$ cat src/rtl/sram_bridge_pkg.sv
// Shared definitions for the bus-to-asynchronous-SRAM bridge: the cycle
// phase encoding and the limits of the strobe-stretch counter.
package sram_bridge_pkg;

   // One SRAM access walks IDLE -> SETUP -> STROBE -> HOLD -> DONE -> IDLE.
   typedef enum logic [2:0] {
      IDLE   = 3'd0,
      SETUP  = 3'd1,
      STROBE = 3'd2,
      HOLD   = 3'd3,
      DONE   = 3'd4
   } state_t;

   // Width of the strobe down-counter and the largest stretch it can hold.
   localparam int CNT_W           = 4;
   localparam int MAX_WAIT_CYCLES = 15;

endpackage

$ cat src/rtl/sram_bridge.sv
// Bus slave that converts arbiter bus requests into setup/strobe/hold cycles
// on an external asynchronous byte-wide SRAM and returns a one-cycle ack.
// Every pad-facing output is a flop, so the bus inputs never reach the pads
// through combinational logic. The tristate buffer itself lives at the top level.
module sram_bridge
   import sram_bridge_pkg::*;
#(
   parameter int WAIT_CYCLES = 1,
   parameter int ADDR_W      = 16
) (
   input  logic              i_clk,
   input  logic              i_reset,
   input  logic [15:0]       i_addr,
   input  logic [7:0]        i_dat,
   output logic [7:0]        o_dat,
   input  logic              i_we,
   input  logic              i_cs,
   output logic              o_ack,
   output logic [ADDR_W-1:0] o_sram_addr,
   output logic [7:0]        o_sram_dq,
   output logic              o_sram_dq_oe,
   input  logic [7:0]        i_sram_dq,
   output logic              o_sram_ce_n,
   output logic              o_sram_oe_n,
   output logic              o_sram_we_n
);

   // The reload value is clamped so that an out-of-range parameter cannot
   // wrap the counter.
   localparam logic [CNT_W-1:0] WAIT_LOAD =
      CNT_W'((WAIT_CYCLES > MAX_WAIT_CYCLES) ? MAX_WAIT_CYCLES : WAIT_CYCLES);
   localparam logic [CNT_W-1:0] CNT_ONE = CNT_W'(1);

   state_t           state;
   logic [CNT_W-1:0] wait_cnt;
   logic [15:0]      last_addr;
   logic             last_we;
   logic             prev_cs;
   logic             req_match;
   logic             req_new;

   // A request is new after a gap in chip select, or when the arbiter hands
   // the bus to a master with a different address or direction.
   always_comb begin
      req_match = (i_addr == last_addr) && (i_we == last_we);
      req_new   = i_cs && (!prev_cs || !req_match);
   end

   // Remember the previous cycle's chip select so a fresh assertion is seen.
   always_ff @(posedge i_clk) begin
      if (i_reset) begin
         prev_cs <= 1'b0;
      end else begin
         prev_cs <= i_cs;
      end
   end

   // Cycle sequencer. Pad outputs are loaded with the values for the phase
   // being entered, so each phase sees its strobes from its first cycle on.
   always_ff @(posedge i_clk) begin
      if (i_reset) begin
         state        <= IDLE;
         wait_cnt     <= '0;
         last_addr    <= '0;
         last_we      <= 1'b0;
         o_ack        <= 1'b0;
         o_dat        <= '0;
         o_sram_addr  <= '0;
         o_sram_dq    <= '0;
         o_sram_dq_oe <= 1'b0;
         o_sram_ce_n  <= 1'b1;
         o_sram_oe_n  <= 1'b1;
         o_sram_we_n  <= 1'b1;
      end else begin
         o_ack <= 1'b0;
         case (state)
            IDLE: begin
               if (req_new) begin
                  last_addr   <= i_addr;
                  last_we     <= i_we;
                  o_sram_addr <= ADDR_W'(i_addr);
                  o_sram_ce_n <= 1'b0;
                  if (i_we) begin
                     o_sram_dq    <= i_dat;
                     o_sram_dq_oe <= 1'b1;
                  end else begin
                     o_sram_oe_n <= 1'b0;
                  end
                  state <= SETUP;
               end
            end
            SETUP: begin
               wait_cnt <= WAIT_LOAD;
               if (last_we) begin
                  o_sram_we_n <= 1'b0;
               end
               state <= STROBE;
            end
            STROBE: begin
               if (wait_cnt == '0) begin
                  o_sram_we_n <= 1'b1;
                  o_sram_oe_n <= 1'b1;
                  if (!last_we) begin
                     o_dat <= i_sram_dq;
                  end
                  state <= HOLD;
               end else begin
                  wait_cnt <= wait_cnt - CNT_ONE;
               end
            end
            HOLD: begin
               o_sram_ce_n  <= 1'b1;
               o_sram_dq_oe <= 1'b0;
               state        <= DONE;
            end
            DONE: begin
               o_ack <= i_cs && req_match;
               state <= IDLE;
            end
            default: begin
               state <= IDLE;
            end
         endcase
      end
   end

endmodule

$ cat config.mk
export PLATFORM = sky130hd
export DESIGN_NAME = sram_bridge
export DESIGN_NICKNAME = d
export VERILOG_FILES = /design/src/rtl/sram_bridge_pkg.sv /design/src/rtl/sram_bridge.sv
export SDC_FILE = /design/constraint.sdc
export NUM_CORES = 1
export LEC_CHECK = 0
export CORE_MARGIN = 8
export CORE_UTILIZATION = 40
export CTS_CLUSTER_SIZE = 25
export DETAILED_ROUTE_END_ITERATION = 12
export PLACE_DENSITY = 0.74
export SLEW_MARGIN = 20
export SYNTH_ARGS = -nofsm -noshare
export SYNTH_HDL_FRONTEND = slang
export SYNTH_SLANG_ARGS = --single-unit
$ cat constraint.sdc
create_clock -name i_clk -period 1.6 [get_ports i_clk]
set_input_delay 0.24 -clock i_clk [delete_from_list [all_inputs] [get_ports i_clk]]
set_output_delay 0.24 -clock i_clk [all_outputs]
set_load 0.02 [all_outputs]
After elaboration in Yosys (flattened, before gate mapping). Cells that the tools add are included.

Register bits after elaboration: 46. Word-level logic and storage cells: 64. Input bits: 36.

Equal/unequal tests: 12. Bitwise gates (word level): 2. Reductions and logical operators: 21. Add/sub/neg operators: 1. Mux-type cells: 16.

Operators with widths (number): $eq A16 B16 Y1 (1); $ne A2 B2 Y1 const B (6); $pmux W3 S4 (1); $reduce_and A3 Y1 (4); $pmux W1 S2 (4); $pmux W4 S2 (1); $reduce_and A2 Y1 (4); $mux W1 (7); $eq A3 B2 Y1 const B (2); $mux W3 (2); $reduce_bool A2 Y1 (3); $logic_not A4 Y1 (1); $mux W4 (1); $reduce_and A4 Y1 (1); $sub A4 B1 Y4 const B (1); $eq A3 B1 Y1 const B (1); $eq A3 B3 Y1 const B (1); $logic_and A1 B1 Y1 (3); $logic_not A3 Y1 (1); $logic_not A1 Y1 (2); $not A1 Y1 (2); $reduce_or A2 Y1 (1); $eq A1 B1 Y1 (1); $logic_or A1 B1 Y1 (1).

Logic depth before layout (Yosys ltp).
Depth after elaboration: 7. Mapped depth: 7.

Worst setup path before layout. No wires, ideal clock.

Path type: reg-to-reg. From: register wait_cnt[0]. To: register wait_cnt[3]. Library setup time: 0.137 ns. Required time: 1.463 ns. Setup slack: -0.132 ns. Period minus slack after synthesis: 1.732 ns. Data arrival time: 1.595 ns. Stages on the path, launching flop included: 8. Cells stage by stage: dfxtp_1 inv_1 ha_1 nor3b_1 or4b_1 nor4_2 xnor2_1 nor3_1.

Longest elaborated chain between the ends: 3. Elaborated cells between the ends (all ways): 6. Classes of those cells: add/sub (1); eq/ne (1); mux (2); reduce/logical (2).

Ends and longest elaborated chain: start, declared (RTL line sram_bridge.sv:35) `logic [CNT_W-1:0] wait_cnt;`; start signal, assigned (RTL line sram_bridge.sv:108) `wait_cnt <= wait_cnt - CNT_ONE;`; $sub A4 B1 Y4 / $logic_not A4 Y1 (equally long branches) (RTL line sram_bridge.sv:108, sram_bridge.sv:100); $mux W4 / $ne A2 B2 Y1 (equally long branches); $pmux W4 S2 / $reduce_and A2 Y1 (equally long branches).

Parallel ways exist; a longest one is shown, timed or not. The select of a mux whose other input is x is not followed. A chain may end at the register's enable or synchronous reset.

Final worst setup path.
From: input i_addr[6]. To: register last_addr[9].

Longest elaborated chain between the ends: 6.

Ends and longest elaborated chain: start, declared (RTL line sram_bridge.sv:13) `input logic [15:0] i_addr,`; $eq A16 B16 Y1 (RTL line sram_bridge.sv:45) `req_match = (i_addr == last_addr) && (i_we == last_we);`; $logic_and A1 B1 Y1 (RTL line sram_bridge.sv:45); $logic_not A1 Y1 (RTL line sram_bridge.sv:46) `req_new = i_cs && (!prev_cs || !req_match);`; $logic_or A1 B1 Y1 (RTL line sram_bridge.sv:46); $logic_and A1 B1 Y1 (RTL line sram_bridge.sv:46); $reduce_and A2 Y1 (no source line); end signal, assigned (RTL line sram_bridge.sv:79) `last_addr <= i_addr;`; end, declared (RTL line sram_bridge.sv:36) `logic [15:0] last_addr;`.

No other way between the ends.

==> impl.org <==
** Setup path
- Peak fanout along the critical path :: 7
- Cell with the largest stage delay on the worst path :: clkdlybuf4s50_1
- The critical path goes through clkdlybuf4s50_1, xor2_1, nor4_2, nand3_2, o21a_2, clkbuf_16, mux2i_1.
- Buf/Inv on CP :: 2
- Data on the critical path is required at its endpoint by 1.80 ns.
- The largest single stage delay on the critical path is 0.44 ns.
- The critical path is of the primary input to flop type.
- On the critical path the largest part of the delay comes from buffers and inverters.
- The worst setup path is launched from a primary input.
- Crit path capture type :: flop
- Arrival time at the worst endpoint :: 1.92 ns

** Placement
- The placed instances occupy a cell area of 0.00307 mm2.
- The count of buffers added on input and output ports is 72.
- The number of placed instances, taps included, is 379.
- At the end of routability-driven placement, the weighted congestion stood at 0.727.
- Once detailed placement completed, the half-perimeter wirelength came to 3870 um.
- Post-placement setup slack :: -0.511 ns

** Finish
- Layout net count :: 358
- Fraction of layout instances using a drive strength above 1 :: 24.2%
- Cell Count, Final, Fillers Out :: 392
- The area growth from synthesis to layout is 65.9%.
- Diode count :: 0
- Finished Cell Area :: 0.00336 mm2

** Route
- Number of violations reported at the end of detailed-routing iteration 0 :: 98
- In the final routed layout, each cell accounts on average for 13.6 um.
- The first detailed-routing pass took 4 iterations.
- The final layout contains routed wiring with a total length of 5340 um.
- DRC viols :: 0
- Met2 WL :: 2600 um
- For this block, the via count after detailed routing is 1,803.
- The count of nets left with antenna violations once routing finished came out at 0.
- Routed met3 length :: 316 um
- After detailed routing, the wire length on met1 is 2330 um.
- The highest layer touched by signal routing is met4.
- Vias per cell :: 4.60

** Clock tree
- Clock-pin slew on the worst setup and hold paths :: 0.09 ns
- Total CTS buffers :: 5
- After clock tree synthesis, the flow added hold-fix buffers numbering 0.
- Clock latency at the later pin of the worst-skew pair :: 0.30 ns
- TritonCTS built the clock tree.
- The clock passes through at most 2 buffers.
- CTS Sinks :: 46
- CTS placed an instance of clkbuf_8 at the clock tree root.
- Maximum level of the CTS H-tree :: 2

** GRT
- The first global-routing pass estimated 8360 um of wire.
- Final global-route overflow total :: 0
- The initial antenna violation count was 0.
- Vias in the first global route :: 1,776
- Largest net degree at the start of global routing :: 44
- Global router's overall resource usage :: 14.0%

** Timing
- Normalized max-slew margin :: 72.3%
- Based on the critical path, the design can be clocked at up to 579 MHz.
- Setup repair after global routing could not meet its margin everywhere.
- Setup violations remaining at the end of the flow were counted as 29.
- The final critical path takes up 108% of the cycle.
- At the pin with the least slew margin, the transition time is 0.415 ns.
- Worst setup slack after layout :: -0.127 ns
- The final-report hold violation count is 0.
- The worst path in the final design needs a cycle of 1.73 ns, including I/O delays and setup.
- Skew final :: 0.00995 ns
- Final number of max-transition violations :: 0

** Synth
- Counting every instance in the synthesized netlist gives 216.
- After synthesis the cells add up to 0.00202 mm2.
- During synthesis, Yosys emitted a total of 0 warnings.
- Synthesis inferred 46 register bits.
- Synthesized netlist net count :: 253
- Register area share after synthesis :: 45.5%
- Avg Synthesized Cell Area :: 9.37 um2
- Count of unique library cells instantiated by Yosys :: 33

** Die
- The core region is 0.00501 mm2.
- Initial cell density of the core :: 40.4%
- During I/O placement, the number of pins put on the boundary was 73.
- Cell row count :: 26
- In this run the vertical extent of the chip is 87.1 um.
- Floorplan die area :: 0.00759 mm2
- The die is 87.1 um wide.

** Power
- VDD IR max :: 0.000476 V
- For this design the static power due to leakage is 1.46 nW.
- For this design the ratio of total power to cell area is 1030 mW/mm2.

** Worst hold path
- Path category of the worst min-delay check :: primary input to flop

** Run status
- Violations in the final reports :: setup timing
- The run finished, with violations left.

** Flow run
- Total of max-cap violations :: 0
[synthesized netlist by cell type, drive strengths merged]
library cell / n / area (um2)
a21o: 1 / 7.51
nand2: 52 / 195
a22o: 1 / 8.76
o21ai: 2 / 10.0
nand3: 2 / 10.0
o211a: 1 / 10.0
nand4: 1 / 6.26
ha: 1 / 12.5
xor2: 16 / 140
clkinv: 1 / 3.75
a211oi: 1 / 7.51
nor3b: 2 / 15.0
nor3: 7 / 35.0
a31oi: 1 / 6.26
mux2i: 32 / 320
o21a: 3 / 22.5
nor2: 13 / 51.3
nor4b: 2 / 17.5
inv: 4 / 15.0
and4: 1 / 8.76
buf: 3 / 38.8
a21oi: 2 / 10.0
clkbuf: 9 / 33.8
or4b: 1 / 10.0
xnor2: 4 / 35.0
nor4: 4 / 50.1
dfxtp: 46 / 921
nand4b: 1 / 8.76
nor2b: 2 / 12.5
[path summary, 6_finish.rpt]
check	endpoint	depth (start not counted)	slack, ns	start
worst min-delay path	last_addr[1]	3	0.26	i_addr[1]
worst min register to register	o_sram_we_n	1	0.46	o_sram_we_n
worst max-delay path	last_addr[9]	7	-0.13	i_addr[6]
worst max register to register	last_addr[9]	6	-0.12	last_addr[1]
[placed cells by master, fill, tap and decap left out, drive strengths merged, types with 2 or more instances in the layout]
cell type	Yosys	routed
dlymetal6s2s	0	6
nand2	52	52
xnor2	4	4
nor2b	2	2
a21oi	2	2
dlygate4sd2	0	12
o21a	3	3
inv	4	4
nor3	7	7
clkbuf	9	7
clkinv	1	2
nor3b	2	2
buf	3	37
nor2	13	13
nor4b	2	2
mux2i	32	32
clkdlybuf4s50	0	54
nand3	2	2
nor4	4	4
xor2	16	16
dfxtp	46	46
o21ai	2	2
[sequential cells by signal (all words and copies together), names as in the netlist, 3 cells and up]
register / flops
wait_cnt: 4
state: 3
o_dat: 8
o_sram_dq: 8
last_addr: 16
[layout make-up]
class | instances | area [um2]
fill | 418 | 1650
multi-input combinational | 153 | 1110
timing repair buffer | 110 | 1060
sequential | 46 | 943
clock buffer | 6 | 93.8
tap | 70 | 87.6
clock inverter | 2 | 38.8
inverter | 5 | 18.8
[power by group]
| part | internal [mW] | total [mW] | switching [mW] |
|---|---|---|---|
| Sequential | 1.27 | 1.36 | 0.0862 |
| Combinational | 0.623 | 1.13 | 0.507 |
| Clock | 0.563 | 0.968 | 0.405 |
[per-stage QoR]
step / total power [mW] / util, % / hold WS (ns) / setup TNS (ns)
floorplan: 1.91 / - / 0.372 / -0.704
global placement: 2.39 / 61.3 / 0.436 / -13.95
detailed placement: 2.40 / 61.3 / 0.440 / -14.15
CTS: 3.42 / 65.3 / 0.338 / -3.32
global route: 3.63 / 67.0 / 0.258 / -5.48
finish: 3.45 / 67.0 / 0.260 / -2.74
[worst register-to-register path: cells and delay by family, from the launching register on]
kind	cells	cell delay, ns
xor gates and xnor gates	1	0.14
buffers and inverters	1	0.18
muxes	1	0.12
and+or+nand+nor	2	0.53
DFF	1	0.36
AOI/OAI and AO/OA	1	0.29
[layer usage]
layer / vias up / GRT usage [%]
met5: - / 0
met4: 0 / 5.78
met3: 7 / 4.72
met2: 42 / 23.7
met1: 827 / 15.6
li1: 927 / -
[cell families after synthesis]
logic type,Yosys count,share of synthesized area [%]
simple gates,88,20.8
flops,46,45.5
mux,32,15.8
xor+xnor,20,8.66
buf+inv,17,4.51
compound gates,12,4.08
fa+ha+maj,1,0.618
[what timing repair did]
action / in CTS / in global routing
resized for setup: 29 / 12
endpoints found under the hold margin: 0 / 0
pin swaps: 9 / 10
endpoints found under the setup margin: 47 / 45
buffers inserted: 2 / 2
cloned: 0 / 1
Note: power is estimated with default switching activity, not from simulation.
